**src/rtl/mig_cmd_arbiter_pkg.sv**
```systemverilog
// Shared definitions for the MIG command arbiter: command encodings and scheduler states.
package mig_pkg;
    localparam logic [2:0] CMD_WRITE = 3'b000;
    localparam logic [2:0] CMD_READ  = 3'b001;

    typedef enum logic [1:0] {
        ST_IDLE = 2'd0,
        ST_WR   = 2'd1,
        ST_RD   = 2'd2
    } arb_state_e;
endpackage

```
**src/rtl/mig_cmd_arbiter_if.sv**
```systemverilog
// MIG user-interface command, write-data and read-return handshake bundle.
interface mig_cmd_arbiter_if;
    import mig_pkg::*;

    logic       app_rdy;
    logic       app_wdf_rdy;
    logic       app_rd_data_valid;
    logic       app_en;
    logic [2:0] app_cmd;
    logic       app_wdf_wren;
    logic       app_wdf_end;

    modport master (
        input  app_rdy, app_wdf_rdy, app_rd_data_valid,
        output app_en, app_cmd, app_wdf_wren, app_wdf_end
    );

    modport slave (
        output app_rdy, app_wdf_rdy, app_rd_data_valid,
        input  app_en, app_cmd, app_wdf_wren, app_wdf_end
    );
endinterface

```
**src/rtl/mig_cmd_arbiter_tag_fifo.sv**
```systemverilog
// Show-ahead tag FIFO recording which frame issued each in-flight read.
module tag_fifo
    import mig_pkg::*;
#(
    parameter int WIDTH = 3,
    parameter int DEPTH = 8
) (
    input  logic                       clk,
    input  logic                       rst,
    input  logic                       push_i,
    input  logic [WIDTH-1:0]           data_i,
    input  logic                       pop_i,
    output logic [WIDTH-1:0]           data_o,
    output logic [$clog2(DEPTH):0]     count_o,
    output logic                       empty_o
);
    localparam int AW = $clog2(DEPTH);

    logic [WIDTH-1:0] mem_q [DEPTH];
    logic [AW-1:0]    wr_ptr_q, rd_ptr_q;
    logic [AW:0]      count_q;

    // Pointers wrap naturally because DEPTH is a power of two.
    always_ff @(posedge clk) begin
        if (rst) begin
            wr_ptr_q <= '0;
            rd_ptr_q <= '0;
            count_q  <= '0;
        end else begin
            if (push_i) wr_ptr_q <= wr_ptr_q + 1'b1;
            if (pop_i)  rd_ptr_q <= rd_ptr_q + 1'b1;
            if (push_i && !pop_i)      count_q <= count_q + 1'b1;
            else if (pop_i && !push_i) count_q <= count_q - 1'b1;
        end
    end

    always_ff @(posedge clk) begin
        if (push_i) mem_q[wr_ptr_q] <= data_i;
    end

    assign data_o  = mem_q[rd_ptr_q];
    assign count_o = count_q;
    assign empty_o = (count_q == '0);
endmodule

```
**src/rtl/mig_cmd_arbiter.sv**
```systemverilog
// Alternating write/read command scheduler for the MIG app_* interface with
// round-robin frame selection and tagged steering of returned read lines.
module mig_cmd_arbiter
    import mig_pkg::*;
#(
    parameter int NUM_FRAMES      = 7,
    parameter int MAX_OUTSTANDING = 8,
    parameter int RD_NUM_BITS     = $clog2(NUM_FRAMES)
) (
    input  logic                               clk,
    input  logic                               frame_rst,
    input  logic                               freeze,
    input  logic                               w_req,
    input  logic [NUM_FRAMES-1:0]              r_req,
    mig_cmd_arbiter_if.master                  app,
    output logic                               wr_cmd_sent,
    output logic                               rd_cmd_sent,
    output logic [RD_NUM_BITS-1:0]             rd_addr_num,
    output logic [RD_NUM_BITS-1:0]             rd_valid_num,
    output logic                               rd_data_we,
    output logic [$clog2(MAX_OUTSTANDING):0]   outstanding,
    output logic                               tag_err
);
    localparam int CNT_W = $clog2(MAX_OUTSTANDING) + 1;
    localparam logic [CNT_W-1:0]       MAX_CNT = CNT_W'(MAX_OUTSTANDING);
    localparam logic [RD_NUM_BITS-1:0] RR_INIT = RD_NUM_BITS'(NUM_FRAMES - 1);

    // First requesting frame after ptr, wrapping modulo NUM_FRAMES.
    function automatic logic [RD_NUM_BITS-1:0] rr_pick(input logic [NUM_FRAMES-1:0] req,
                                                       input logic [RD_NUM_BITS-1:0] ptr);
        logic [RD_NUM_BITS-1:0] pick;
        logic                   found;
        int                     idx;
        pick  = ptr;
        found = 1'b0;
        for (int i = 1; i <= NUM_FRAMES; i++) begin
            idx = (int'(ptr) + i) % NUM_FRAMES;
            if (!found && req[idx]) begin
                pick  = idx[RD_NUM_BITS-1:0];
                found = 1'b1;
            end
        end
        return pick;
    endfunction

    arb_state_e             state_q, state_d;
    logic                   last_was_wr_q, last_was_wr_d;
    logic [RD_NUM_BITS-1:0] rr_ptr_q, rr_ptr_d;
    logic [RD_NUM_BITS-1:0] rd_addr_num_q, rd_addr_num_d;
    logic                   cmd_done_q, cmd_done_d;
    logic                   dat_done_q, dat_done_d;
    logic                   tag_err_q, tag_err_d;
    logic                   w_elig, r_elig, cmd_fin, dat_fin;
    logic                   en, wren, push, pop, fifo_empty;
    logic [2:0]             cmd;
    logic [RD_NUM_BITS-1:0] rr_next, fifo_head;
    logic [CNT_W-1:0]       fifo_count;

    assign w_elig  = w_req & ~freeze;
    assign r_elig  = (|r_req) & (fifo_count < MAX_CNT);
    assign rr_next = rr_pick(r_req, rr_ptr_q);

    always_ff @(posedge clk) begin
        if (frame_rst) begin
            state_q       <= ST_IDLE;
            last_was_wr_q <= 1'b1;
            rr_ptr_q      <= RR_INIT;
            rd_addr_num_q <= '0;
            cmd_done_q    <= 1'b0;
            dat_done_q    <= 1'b0;
            tag_err_q     <= 1'b0;
        end else begin
            state_q       <= state_d;
            last_was_wr_q <= last_was_wr_d;
            rr_ptr_q      <= rr_ptr_d;
            rd_addr_num_q <= rd_addr_num_d;
            cmd_done_q    <= cmd_done_d;
            dat_done_q    <= dat_done_d;
            tag_err_q     <= tag_err_d;
        end
    end

    always_comb begin
        state_d       = state_q;
        last_was_wr_d = last_was_wr_q;
        rr_ptr_d      = rr_ptr_q;
        rd_addr_num_d = rd_addr_num_q;
        cmd_done_d    = cmd_done_q;
        dat_done_d    = dat_done_q;
        cmd_fin       = 1'b0;
        dat_fin       = 1'b0;
        en            = 1'b0;
        wren          = 1'b0;
        cmd           = CMD_WRITE;
        wr_cmd_sent   = 1'b0;
        rd_cmd_sent   = 1'b0;
        push          = 1'b0;
        case (state_q)
            ST_IDLE: begin
                // A write yields to an eligible read only when the last grant was a write.
                if (w_elig && (!r_elig || !last_was_wr_q)) begin
                    state_d       = ST_WR;
                    last_was_wr_d = 1'b1;
                    cmd_done_d    = 1'b0;
                    dat_done_d    = 1'b0;
                end else if (r_elig) begin
                    state_d       = ST_RD;
                    last_was_wr_d = 1'b0;
                    rr_ptr_d      = rr_next;
                    rd_addr_num_d = rr_next;
                end
            end
            ST_WR: begin
                en      = ~cmd_done_q;
                wren    = ~dat_done_q;
                cmd_fin = cmd_done_q | app.app_rdy;
                dat_fin = dat_done_q | app.app_wdf_rdy;
                if (cmd_fin && dat_fin) begin
                    wr_cmd_sent = 1'b1;
                    state_d     = ST_IDLE;
                end else begin
                    cmd_done_d = cmd_fin;
                    dat_done_d = dat_fin;
                end
            end
            ST_RD: begin
                en  = 1'b1;
                cmd = CMD_READ;
                if (app.app_rdy) begin
                    push        = 1'b1;
                    rd_cmd_sent = 1'b1;
                    state_d     = ST_IDLE;
                end
            end
            default: state_d = ST_IDLE;
        endcase
    end

    assign pop       = app.app_rd_data_valid & ~fifo_empty;
    assign tag_err_d = tag_err_q | (app.app_rd_data_valid & fifo_empty);

    tag_fifo #(
        .WIDTH (RD_NUM_BITS),
        .DEPTH (MAX_OUTSTANDING)
    ) u_tag_fifo (
        .clk     (clk),
        .rst     (frame_rst),
        .push_i  (push),
        .data_i  (rd_addr_num_q),
        .pop_i   (pop),
        .data_o  (fifo_head),
        .count_o (fifo_count),
        .empty_o (fifo_empty)
    );

    assign app.app_en       = en;
    assign app.app_cmd      = cmd;
    assign app.app_wdf_wren = wren;
    assign app.app_wdf_end  = wren;
    assign rd_addr_num      = rd_addr_num_q;
    assign rd_valid_num     = fifo_head;
    assign rd_data_we       = pop;
    assign outstanding      = fifo_count;
    assign tag_err          = tag_err_q;
endmodule

```
**src/flat_wrapper.sv**
```systemverilog
// flat-port wrapper written by rule: the top's interface ports become plain ports
module mig_cmd_arbiter_flat import mig_pkg::*;
#(
    parameter int NUM_FRAMES      = 7,
    parameter int MAX_OUTSTANDING = 8,
    parameter int RD_NUM_BITS     = $clog2(NUM_FRAMES)
)
  (clk, frame_rst, freeze, w_req, r_req, wr_cmd_sent, rd_cmd_sent, rd_addr_num, rd_valid_num, rd_data_we, outstanding, tag_err, app_app_rdy, app_app_wdf_rdy, app_app_rd_data_valid, app_app_en, app_app_cmd, app_app_wdf_wren, app_app_wdf_end);
  mig_cmd_arbiter_if app_i ();
  input  logic clk;
  input  logic frame_rst;
  input  logic freeze;
  input  logic w_req;
  input  logic [NUM_FRAMES-1:0] r_req;
  output logic wr_cmd_sent;
  output logic rd_cmd_sent;
  output logic [RD_NUM_BITS-1:0] rd_addr_num;
  output logic [RD_NUM_BITS-1:0] rd_valid_num;
  output logic rd_data_we;
  output logic [$clog2(MAX_OUTSTANDING):0] outstanding;
  output logic tag_err;
  input wire logic [$bits(app_i.app_rdy)-1:0] app_app_rdy;
  input wire logic [$bits(app_i.app_wdf_rdy)-1:0] app_app_wdf_rdy;
  input wire logic [$bits(app_i.app_rd_data_valid)-1:0] app_app_rd_data_valid;
  output wire logic [$bits(app_i.app_en)-1:0] app_app_en;
  output wire logic [$bits(app_i.app_cmd)-1:0] app_app_cmd;
  output wire logic [$bits(app_i.app_wdf_wren)-1:0] app_app_wdf_wren;
  output wire logic [$bits(app_i.app_wdf_end)-1:0] app_app_wdf_end;
  assign app_i.app_rdy = app_app_rdy;
  assign app_i.app_wdf_rdy = app_app_wdf_rdy;
  assign app_i.app_rd_data_valid = app_app_rd_data_valid;
  assign app_app_en = app_i.app_en;
  assign app_app_cmd = app_i.app_cmd;
  assign app_app_wdf_wren = app_i.app_wdf_wren;
  assign app_app_wdf_end = app_i.app_wdf_end;
  mig_cmd_arbiter #(.NUM_FRAMES(NUM_FRAMES), .MAX_OUTSTANDING(MAX_OUTSTANDING), .RD_NUM_BITS(RD_NUM_BITS)) u_core (.clk(clk), .frame_rst(frame_rst), .freeze(freeze), .w_req(w_req), .r_req(r_req), .app(app_i), .wr_cmd_sent(wr_cmd_sent), .rd_cmd_sent(rd_cmd_sent), .rd_addr_num(rd_addr_num), .rd_valid_num(rd_valid_num), .rd_data_we(rd_data_we), .outstanding(outstanding), .tag_err(tag_err));
endmodule
```
**config.mk**
```make
export PLATFORM = sky130hd
export DESIGN_NAME = mig_cmd_arbiter_flat
export DESIGN_NICKNAME = d
export VERILOG_FILES = /design/src/rtl/mig_cmd_arbiter_pkg.sv /design/src/rtl/mig_cmd_arbiter_if.sv /design/src/rtl/mig_cmd_arbiter_tag_fifo.sv /design/src/rtl/mig_cmd_arbiter.sv /design/src/flat_wrapper.sv
export SDC_FILE = /design/constraint.sdc
export NUM_CORES = 1
export LEC_CHECK = 0
export BUFFER_PORTS_ARGS = -buffer_cell sky130_fd_sc_hd__buf_2
export CAP_MARGIN = 10
export CORE_ASPECT_RATIO = 0.7
export CORE_UTILIZATION = 35
export DETAILED_ROUTE_END_ITERATION = 12
export PLACE_DENSITY = 0.64
export SKIP_LAST_GASP = 1
export SLEW_MARGIN = 30
export SYNTH_ARGS = -nofsm -noshare
export SYNTH_HDL_FRONTEND = slang
export SYNTH_SLANG_ARGS = --single-unit
```
**constraint.sdc**
```tcl
create_clock -name clk -period 4.9 [get_ports clk]
set_input_delay 0.49 -clock clk [delete_from_list [all_inputs] [get_ports clk]]
set_output_delay 0.49 -clock clk [all_outputs]
set_load 0.05 [all_outputs]
```
==> flow_summary_export.csv, run 1 <==
group,metric,value,unit
sta,drv_slew,0,
sta,finalClockSkew,4.52,ps
setup_path,reg2reg_from,"u_core.rr_ptr_q[1]",
run_status,status,"finished, final reports clean",
clock_tree,clkLatencyLatePin,290,ps
synth,mappedNetlistArea,4660,µm²
sta,rsz0062_at_grt,"no",
sta,maxSlewHeadroom,41.9,%
setup_path,crit_required,5080,ps
setup_path,slowest_stage,"dfxtp_2",
placement,dp_hpwl,9360,µm
cells_and_area,nNetsFinal,592,
setup_path,r2r_end,"u_core.rd_addr_num[2]",
sta,tns,0,ps
setup_path,path_delay_family,"compound AO/OA/AOI/OAI gates",
clock_tree,cts.clk_slew.worst_paths,60,ps
cells_and_area,area_delta_synth_final,11.5,%
global_routing,grt_pass1_wl,20000,µm
sta,max_freq,219,MHz
run,maxCapViolCount,0,
setup_path,path_class,"flip-flop to flip-flop",
global_routing,antenna_found_initial,0,
synth,synth_top_area_cell,"edfxtp_1",
clock_tree,root_buffer,"clkbuf_16",
setup_path,cpPeakStageDelay,400,ps
clock_tree,cts-htree-levels,2,
setup_path,reg2reg_depth,16,
global_routing,grtUsageTotal,18.0,%
synth,synth_most_common_cell,"nor2_1",
die,rows,34,
setup_path,crit_end,"u_core.rd_addr_num[2]",
global_routing,grt_max_degree,30,
synth,synth_edf_count,24,
sta,fin_crit_sh,93.3,%
clock_tree,cts_buffer_depth,2,
clock_tree,cts.sinks,48,
setup_path,cp.depth,16,
sta,worst_pin_slew,864,ps
cells_and_area,fill_cells,1244,
clock_tree,cts_tree,"built",
setup_path,crit_chain,"inv_1 > ha_1 > inv_1 > ha_1 > ha_1 > a31oi_1 > xnor2_1 > ha_2 > mux2_1 > o21ai_0 > a311oi_2 > nand2b_2 > o311ai_1 > a2bb2oi_1 > o311a_1 > o31a_1",
synth,synth_commonest_cells,"47 x nor2_1, 37 x nand2_1, 33 x ha_1",
synth,synth_top_area_share,15.5,%
setup_path,cp_num_buf_inv,2,
routing,vias,4153,
setup_path,cp_max_fo,8,
placement,place_congestion,0.892,
setup_path,crit_path_start_kind,"flip-flop",
routing,drc,0,
setup_path,critical_path.endpoint_type,"flip-flop",
global_routing,first_global_vias,3856,
setup_path,critPathLaunch,"u_core.rr_ptr_q[1]",
die,io_pins,34,
routing,ant_nets,0,
synth,synth_warnings,0,
synth,syn_inst,521,
routing,wire_per_inst,17.4,µm
worst_hold_path,holdCritPathClass,"primary input to flip-flop",
synth,ys.flop_type,"edfxtp_1",
routing,drt_pass1_iterations,6,
clock_tree,cts_buffers,5,
placement,port-buffer-count,31,
die,dieArea,13800,µm²
routing,drt_iter0_drc,432,
clock_tree,cts-hold-fix-buffers,0,
synth,synth_area_leaders,"edfxtp_1 15%, dfxtp_1 10%, ha_1 8.9%",
routing,finalWirelength,12300,µm
setup_path,arrival,4750,ps
cells_and_area,drive_above_1_share,18.5,%
cells_and_area,final_core_util,40.9,%
synth,synth_seq_cells,48,
die,core,12700,µm²
die,die_y,98.6,µm
sta,holdWs,460,ps
setup_path,cpMostUsedCell,"ha_1",
sta,setup_viol,0,
cells_and_area,antenna_cells,0,
synth,avgSynthCellArea,8.95,µm²
die,die_x,140,µm
setup_path,reg2reg_slack,330,ps
synth,ys_seq_area_share,25.8,%
global_routing,overflow,0,
routing,via_per_inst,5.87,
synth,synthArstFlopShare,0,%
sta,fin_crit,4570,ps
sta,hold_violations,0,
die,initial_utilization,36.7,%
synth,synth_cell_types,88,
[state kept, by name, indices dropped and copies added, names as in the netlist, 2 cells and up, named ones only]
| signal | count |
|---|---|
| u_core.u_tag_fifo.wr_ptr_q | 3 |
| u_core.u_tag_fifo.mem_q | 24 |
| u_core.u_tag_fifo.rd_ptr_q | 3 |
| u_core.state_q | 2 |
| u_core.rr_ptr_q | 2 |
| u_core.u_tag_fifo.count_o | 4 |
| u_core.rd_addr_num | 3 |
[cell type report]
class | instances | area [µm²] | share of cell area, %
multi-input combinational | 418 | 3230 | 62.1
sequential | 48 | 1200 | 23.2
timing repair buffer | 48 | 283 | 5.44
tap | 162 | 203 | 3.90
clock buffer | 6 | 129 | 2.48
inverter | 23 | 93.8 | 1.80
clock inverter | 2 | 60.1 | 1.15
[metrics by stage]
stage	setup slack [ps]	instance area (µm²)	cells
CTS	125	5160	705
finish	329	5200	707
floorplan	80.7	4670	522
detailed placement	155	4970	697
global placement	444	4970	697
global route	84.0	5200	707
[per-layer routing]
metal / vias to the layer above / global-route usage, % / part of all wire (%)
met4: 0 / 4.40 / 1.2
met5: - / 0 / 0
li1: 1997 / - / -
met1: 1979 / 26.9 / 49
met2: 164 / 27.0 / 43
met3: 13 / 2.67 / 7.3
[worst min-delay path, stage by stage]
cell and delay [ps]:
buf_2 100, a21oi_1 60, nor2_1 70
[worst min-delay path by stage]
stage	start	to	slack [ps]	depth (start not counted)
global placement	u_core.tag_err	u_core.tag_err	440	2
detailed placement	u_core.tag_err	u_core.tag_err	460	2
global route	app_app_rd_data_valid	u_core.tag_err	470	3
CTS	app_app_rd_data_valid	u_core.tag_err	460	3
floorplan	u_core.u_tag_fifo.rd_ptr_q[1]	flip-flop	450	2
finish	app_app_rd_data_valid	u_core.tag_err	460	3
[placed cells by master (no fill, tap or decap), types with 8 or more instances in the layout]
| cell type | netlist | final |
|---|---|---|
| nand2b_1 | 17 | 16 |
| mux2i_1 | 24 | 23 |
| buf_4 | 4 | 17 |
| dfxtp_1 | 24 | 21 |
| edfxtp_1 | 24 | 24 |
| nor2_1 | 47 | 47 |
| nand2_1 | 37 | 37 |
| o21ai_0 | 24 | 24 |
| buf_2 | 8 | 31 |
| xnor2_1 | 15 | 14 |
| a21oi_1 | 30 | 30 |
| nor3_1 | 12 | 12 |
| nor2b_1 | 9 | 9 |
| inv_1 | 19 | 19 |
| mux4_2 | 9 | 9 |
| ha_1 | 33 | 32 |
| and2_1 | 8 | 8 |
[kinds of logic (layout without fill, tap and decap cells)]
kind of cell,Yosys count,in the layout,share of synthesized area [%]
AOI/OAI and AO/OA,143,143,22.5
xor gates and xnor gates,24,24,5.31
adders and majority gates,34,34,9.28
buffers and inverters,56,79,5.72
DFF,48,48,25.8
muxes,40,40,11.3
other,1,2,0.0804
and+or+nand+nor,175,175,20.1
[repair_timing]
| item | CTS | global route |
|---|---|---|
| buffers inserted | 0 | 2 |
| gates resized for setup | 0 | 8 |
| endpoints found under the hold margin | 0 | 0 |
| endpoints found under the setup margin | 0 | 5 |
Power of run 1 is left out: the tool's default activity adds up to more than one toggle a clock period on the data nets, which glitch-free logic cannot reach.
==> run 2, diff against run 1 <==
- CORE_UTILIZATION: 35 -> 56
- PLACE_DENSITY: 0.64 -> 0.89
- RECOVER_POWER: default -> 25
==> run 2 against run 1 <==
Effect of this change:
- the run now ends with design-rule violations left
- hold slack got worse by 1.4 ps
- sequential cell count stayed put
- non-clock buffer count down 1
- critical path depth grew 1
- largest cell class unchanged
- highest routed layer unchanged
==> flow_summary_export.csv, run 2 (synthesis results as in run 1) <==
group,metric,value,unit
routing,drt_pass1_iterations,9,
setup_path,cpPeakStageDelay,470,ps
clock_tree,cts_buffer_depth,2,
setup_path,arrival,4920,ps
setup_path,crit_chain,"buf_4 > ha_1 > nand2b_1 > o221ai_1 > inv_2 > ha_1 > ha_1 > o32a_1 > buf_4 > nand4b_1 > or3b_2 > o21ai_0 > nand4_4 > nand4b_4 > or2_0 > o311a_1 > o31a_1",
cells_and_area,final_cell_mix,"47 x nor2_1, 37 x nand2_1, 32 x ha_1",
die,io_pins,34,
placement,port-buffer-count,31,
run,maxCapViolCount,0,
die,dieArea,8700,µm²
global_routing,overflow,0,
routing,vias,4238,
setup_path,cp.depth,17,
setup_path,critical_path.endpoint_type,"flip-flop",
setup_path,crit_path_start_kind,"flip-flop",
clock_tree,cts.clk_slew.worst_paths,70,ps
routing,finalWirelength,12300,µm
die,die_x,111,µm
placement,place_congestion,0.922,
sta,maxSlewHeadroom,47.4,%
clock_tree,cts_buffers,5,
global_routing,antenna_found_initial,0,
routing,met2WireLength,5450,µm
sta,max_freq,211,MHz
routing,ant_nets,0,
setup_path,cpMostUsedCell,"ha_1",
cells_and_area,nNetsFinal,591,
routing,via_per_inst,6.57,
sta,hold_violations,0,
sta,fin_crit_sh,96.8,%
run_status,status,"finished with violations",
clock_tree,clkLatencyLatePin,290,ps
clock_tree,cts.sinks,48,
sta,finalClockSkew,4.90,ps
die,initial_utilization,58.5,%
sta,drv_slew,0,
cells_and_area,final_common_cell,"nor2_1",
sta,setup_viol,0,
global_routing,grt_pass1_wl,19800,µm
die,core,7970,µm²
cells_and_area,drive_above_1_share,18.2,%
sta,holdWs,458,ps
routing,drt-met1-wl,5680,µm
placement,dp_hpwl,9360,µm
setup_path,slowest_stage,"or3b_2",
cells_and_area,largest_reg_flops,24,
setup_path,crit_required,5080,ps
global_routing,grtUsageTotal,28.6,%
routing,wire_per_inst,19.1,µm
clock_tree,cts-htree-levels,2,
global_routing,grt_max_degree,37,
worst_hold_path,min_path_cells,3,
routing,dr_wl_met3,983,µm
setup_path,reg2reg_slack,160,ps
global_routing,first_global_vias,4005,
clock_tree,cts_tree,"built",
cells_and_area,fill_cells,626,
setup_path,path_delay_family,"simple AND/OR/NAND/NOR gates",
cells_and_area,largest_register,"u_core.u_tag_fifo.mem_q",
routing,drc,2,
routing,drt_iter0_drc,338,
sta,worst_pin_slew,781,ps
cells_and_area,area_delta_synth_final,9.63,%
cells_and_area,antenna_cells,0,
run_status,violations,"design-rule violations",
worst_hold_path,holdCritPathClass,"primary input to flip-flop",
clock_tree,post_cts_buffers,0,
setup_path,reg2reg_depth,17,
setup_path,path_class,"flip-flop to flip-flop",
setup_path,cp_max_fo,11,
sta,fin_crit,4740,ps
setup_path,cp_num_buf_inv,3,
die,rows,27,
routing,top_layer,"met4",
clock_tree,root_buffer,"clkbuf_16",
die,die_y,78.4,µm
run 2: final timing paths:
check	start	endpoint
min	app_app_rd_data_valid	u_core.tag_err
max reg2reg	u_core.rr_ptr_q[2]	u_core.rd_addr_num[2]
max	u_core.rr_ptr_q[2]	u_core.rd_addr_num[2]
min reg2reg	u_core.tag_err	u_core.tag_err
run 2: per-layer routing:
metal	vias to the layer above	GRT usage [%]
met5	-	0
met3	24	4.32
met4	0	8.24
met1	2006	40.8
li1	1993	-
met2	215	45.0
run 2: final cells by class:
class | count | area, µm² | area share, %
multi-input combinational | 418 | 3220 | 63.0
sequential | 48 | 1200 | 23.5
clock buffer | 5 | 125 | 2.45
tap | 101 | 126 | 2.47
clock inverter | 3 | 68.8 | 1.35
inverter | 23 | 93.8 | 1.84
timing repair buffer | 47 | 272 | 5.31
run 2: stage by stage:
step | instances | setup TNS [ps] | setup slack (ps) | utilization [%] | instance area, µm²
3_5_place_dp | 637 | 0 | 240 | 61.4 | 4900
6_report | 645 | 0 | 159 | 64.1 | 5110
2_1_floorplan | 522 | 0 | 80.7 | - | 4670
4_1_cts | 645 | 0 | 183 | 63.9 | 5090
5_1_grt | 645 | -22.3 | -17.4 | 64.1 | 5110
3_3_place_gp | 637 | 0 | 313 | 61.4 | 4900
run 2: what timing repair did:
action	in CTS	in global routing
hold buffers	0	0
resized for setup	0	6
endpoints found under the setup margin	0	5
run 2: worst register-to-register path, stage by stage, from the launching register on:
cell and delay, ps:
dfxtp_2 360, buf_4 240, ha_1 430, nand2b_1 120, o221ai_1 270, inv_2 70
ha_1 190, ha_1 210, o32a_1 240, buf_4 200, nand4b_1 120, or3b_2 470
o21ai_0 440, nand4_4 200, nand4b_4 230, or2_0 350, o311a_1 190, o31a_1 300
Power of run 2 is left out for the same reason.
